$ cat src/rtl/max_scan_engine.sv
// rtl/max_scan_engine.sv - memory-master scan for the signed maximum and its index
// Reads len words from baseAddr, then writes the max to MAX_ADDR and its index to IDX_ADDR.
module max_scan_engine #(
   parameter logic [31:0] MAX_ADDR = 32'd2000,
   parameter logic [31:0] IDX_ADDR = 32'd2004
) (
   input  logic        clk,
   input  logic        rst,
   input  logic        start,
   input  logic [31:0] baseAddr,
   input  logic [15:0] len,
   input  logic [31:0] readData,
   output logic [31:0] address,
   output logic [31:0] writeData,
   output logic        MemRead,
   output logic        MemWrite,
   output logic        busy,
   output logic        done
);

   typedef enum logic [2:0] {IDLE, READ, WRITE_MAX, WRITE_IDX, DONE} state_t;

   state_t      state;
   logic [15:0] len_r;
   logic [15:0] i;
   logic [31:0] max_reg;
   logic [15:0] idx_reg;

   logic        take_new;
   logic [31:0] next_max;
   logic [15:0] next_idx;
   logic        last_elem;

   // Strict greater-than keeps the earlier index on ties; element 0 always seeds the max.
   always_comb begin
      take_new  = (i == 16'd0) || ($signed(readData) > $signed(max_reg));
      next_max  = take_new ? readData : max_reg;
      next_idx  = take_new ? i : idx_reg;
      last_elem = (i == (len_r - 16'd1));
   end

   // Outputs are registered one cycle ahead so each state presents its own strobes.
   always_ff @(posedge clk) begin
      if (rst) begin
         state     <= IDLE;
         len_r     <= '0;
         i         <= '0;
         max_reg   <= 32'h8000_0000;
         idx_reg   <= '0;
         address   <= '0;
         writeData <= '0;
         MemRead   <= 1'b0;
         MemWrite  <= 1'b0;
         busy      <= 1'b0;
         done      <= 1'b0;
      end else begin
         case (state)
            IDLE: begin
               done <= 1'b0;
               if (start) begin
                  len_r   <= len;
                  i       <= '0;
                  max_reg <= 32'h8000_0000;
                  idx_reg <= '0;
                  busy    <= 1'b1;
                  if (len == 16'd0) begin
                     state     <= WRITE_MAX;
                     MemWrite  <= 1'b1;
                     address   <= MAX_ADDR;
                     writeData <= 32'h8000_0000;
                  end else begin
                     state   <= READ;
                     MemRead <= 1'b1;
                     address <= baseAddr;
                  end
               end
            end
            READ: begin
               max_reg <= next_max;
               idx_reg <= next_idx;
               if (last_elem) begin
                  state     <= WRITE_MAX;
                  MemRead   <= 1'b0;
                  MemWrite  <= 1'b1;
                  address   <= MAX_ADDR;
                  writeData <= next_max;
               end else begin
                  i       <= i + 16'd1;
                  address <= address + 32'd4;
               end
            end
            WRITE_MAX: begin
               state     <= WRITE_IDX;
               address   <= IDX_ADDR;
               writeData <= {16'd0, idx_reg};
            end
            WRITE_IDX: begin
               state     <= DONE;
               MemWrite  <= 1'b0;
               address   <= '0;
               writeData <= '0;
               busy      <= 1'b0;
               done      <= 1'b1;
            end
            DONE: begin
               state <= IDLE;
               done  <= 1'b0;
            end
            default: begin
               state     <= IDLE;
               address   <= '0;
               writeData <= '0;
               MemRead   <= 1'b0;
               MemWrite  <= 1'b0;
               busy      <= 1'b0;
               done      <= 1'b0;
            end
         endcase
      end
   end

endmodule

$ cat config.mk
export PLATFORM = sky130hd
export DESIGN_NAME = max_scan_engine
export DESIGN_NICKNAME = d
export VERILOG_FILES = /design/src/rtl/max_scan_engine.sv
export SDC_FILE = /design/constraint.sdc
export NUM_CORES = 1
export LEC_CHECK = 0
export ABC_AREA = 1
export CORE_UTILIZATION = 45
export DETAILED_ROUTE_END_ITERATION = 10
export DONT_BUFFER_PORTS = 1
export MAX_ROUTING_LAYER = met4
export PLACE_DENSITY = 0.56
export SLEW_MARGIN = 20
export SYNTH_ARGS = -nofsm -noshare
export SYNTH_HDL_FRONTEND = slang
export SYNTH_SLANG_ARGS = --single-unit
$ cat constraint.sdc
create_clock -name clk -period 2.8 [get_ports clk]
set_input_delay 0.56 -clock clk [delete_from_list [all_inputs] [get_ports clk]]
set_output_delay 0.56 -clock clk [all_outputs]
set_load 0.02 [all_outputs]
==> results of run 1 <==
routing by layer:
layer,share of wire [%],global-route usage [%]
met2,47,40.9
met3,5.8,5.57
met1,46,32.7
met5,0,-
met4,1.0,7.21
final cells by class:
type | count | area share (%)
Sequential cell | 151 | 31.0
Clock inverter | 14 | 2.04
Multi-Input combinational cell | 971 | 50.7
Inverter | 129 | 5.10
Timing Repair Buffer | 42 | 3.40
Clock buffer | 17 | 4.37
Tap cell | 260 | 3.34
metrics by stage:
stage               area, sq um  hold WS, ns  instances  utilization [%]  power, mW
floorplan                  8730        0.445       1320                -       3.97
detailed placement         9090        0.450       1553             48.3       4.46
global route               9740        0.169       1584             51.7       7.30
finish                     9740        0.191       1584             51.7       6.90
CTS                        9720        0.180       1584             51.6       6.94
global placement           9090        0.446       1553             48.3       4.45
report_power, final:
part	internal, mW	switching (mW)	leakage, nW	total [mW]
combinational	0.606	1.17	2.32	1.78
sequential	2.36	0.275	1.23	2.64
clock	1.50	0.991	0.292	2.49
cells in the final DEF, fill, tap and decap left out, types with 36 or more instances in the layout:
cell       n
nand2_1  371
nand3_1  104
xor2_1    43
o21ai_0   88
nor2_1    68
a21oi_1  154
buf_4     40
inv_1    120
ha_1      36
dfxtp_1  151
final timing paths:
path,depth (start not counted),slack [ns],endpoint
worst max register to register,14,0.23,writeData[31]
worst min register to register,2,0.46,max_reg[16]
worst min-delay path,1,0.19,writeData[25]
worst max-delay path,14,0.23,writeData[31]
cell families after synthesis:
group | after synthesis | share of synthesized area [%]
xor+xnor | 60 | 6.02
buf+inv | 198 | 9.10
fa+ha+maj | 36 | 5.16
compound gates | 246 | 14.2
simple gates | 629 | 30.9
flops | 151 | 34.6
==> flow_summary.toml, run 1 <==
[cts]
cts.sinks = 151
cts_buffer_depth = 2
cts-root-buf = "clkbuf_16"
clock_latency_ns = 0.43
cts_max_level = 4
cts_resized = 0
cts_tree = "built"
holdBufCountCts = 0
clk_pin_slew_ns = 0.07
cts_made_buffers = 17
cts_setup_buffers = 0

[run_status]
status = "completed"

[grt]
grt_antenna_before_repair = 0
grt_max_degree = 126
grt_first_pass_wirelength_um = 39400
grt-ovfl-total = 0
grt_usage_pct = 25.7
grt_pass1_vias = 7647

[timing]
final_hold_viol_count = 0
fmax_mhz = 390
finalSetupViolCount = 0
fin_ws_ns = 0.233
tns_ns = 0
clock_skew_ns = 0.00690
post-route-min-period_ns = 2.57
period_share_pct = 91.7
rsz0062_at_grt = "no"
slew_violations = 0
slew_headroom_pct = 46.7
tightest_slew_ns = 0.799

[routing]
wl_um = 24300
vias = 8226
dr.pass1.iters = 5
vias_per_cell = 5.19
drc = 0
first_iter_violations = 519
postRouteAntennaNets = 0
wire_per_inst_um = 15.3

[final_layout]
final_nets = 1431
ff_latch_area_sq_mm = 0.00302
area_growth_syn_to_layout_pct = 11.6
drive_gt1_share_pct = 7.55
nFillCells = 1964
multi_input_area_sq_mm = 0.00494
diodes = 0

[pwr]
ir_drop_mv = 0.516
cellPowerDensity_mw_per_mm2 = 709
p_leak_nw = 3.85

[setup_path]
critPathTopFamily = "simple AND/OR/NAND/NOR gates"
critPathKind = "flop to flop"
reg2reg_from = "len_r[0]"
crit_slowest_cell = "buf_4"
cp-startpoint = "len_r[0]"
start_kind = "flop"
crit_required_ns = 3.12
cp_max_fo = 21
crit_arrival_ns = 2.89
end_kind = "flop"
crit_buf_inv = 2
crit_chain = "inv_2 -> ha_1 -> nand3_1 -> nor2_2 -> xor2_1 -> or2_0 -> nand3_1 -> nor2_2 -> nand3_2 -> nand2_2 -> nand3_4 -> buf_4 -> nor2_1 -> a21oi_1"
cpPeakStageDelay_ns = 0.33

[worst_hold_path]
hold_path_startpoint = "rst"
hold_class = "primary input to flop"

[logic_synthesis]
synth_area_sq_mm = 0.00873
synth_top_area_share_pct = 34.6
synth-edff-count = 0
synth_seq_cells = 151
yosys-top-cells-count = "372 x nand2_1, 154 x a21oi_1, 151 x dfxtp_1, 120 x inv_1, 104 x nand3_1"
syn_area_per_cell_sq_um = 6.61
synth_cell_types = 35
synth_warnings = 0
syn_nets = 1439
ys_top_cells_by_area = "dfxtp_1 35%, nand2_1 16%, a21oi_1 8.8%"
synthFlopType = "dfxtp_1"
async_flop_share_pct = 0
netlist_instances = 1320
synth.most_common_cell = "nand2_1"
ys_seq_area_share_pct = 34.6
netlist.top_cell.by_area = "dfxtp_1"

[floorplanning]
initial_utilization_pct = 46.4
dieArea_sq_mm = 0.0200
core_area_sq_mm = 0.0188
die_w_um = 141
fp.dieH_um = 141
io_pins = 151
fp-row-count = 50

[run]
maxCapViolCount = 0

[placed_design]
hpwlAfterDp_um = 17300
dp_slack_ns = 0.117
gp_congestion = 0.939
portBuffers = 0
Power figures use the tool's default switching activity.
==> run 2, diff against run 1 <==
CAP_MARGIN = 5   (was unset)
==> results of run 2 <==
Final layout, timing and power as in run 1 (identical DEF).
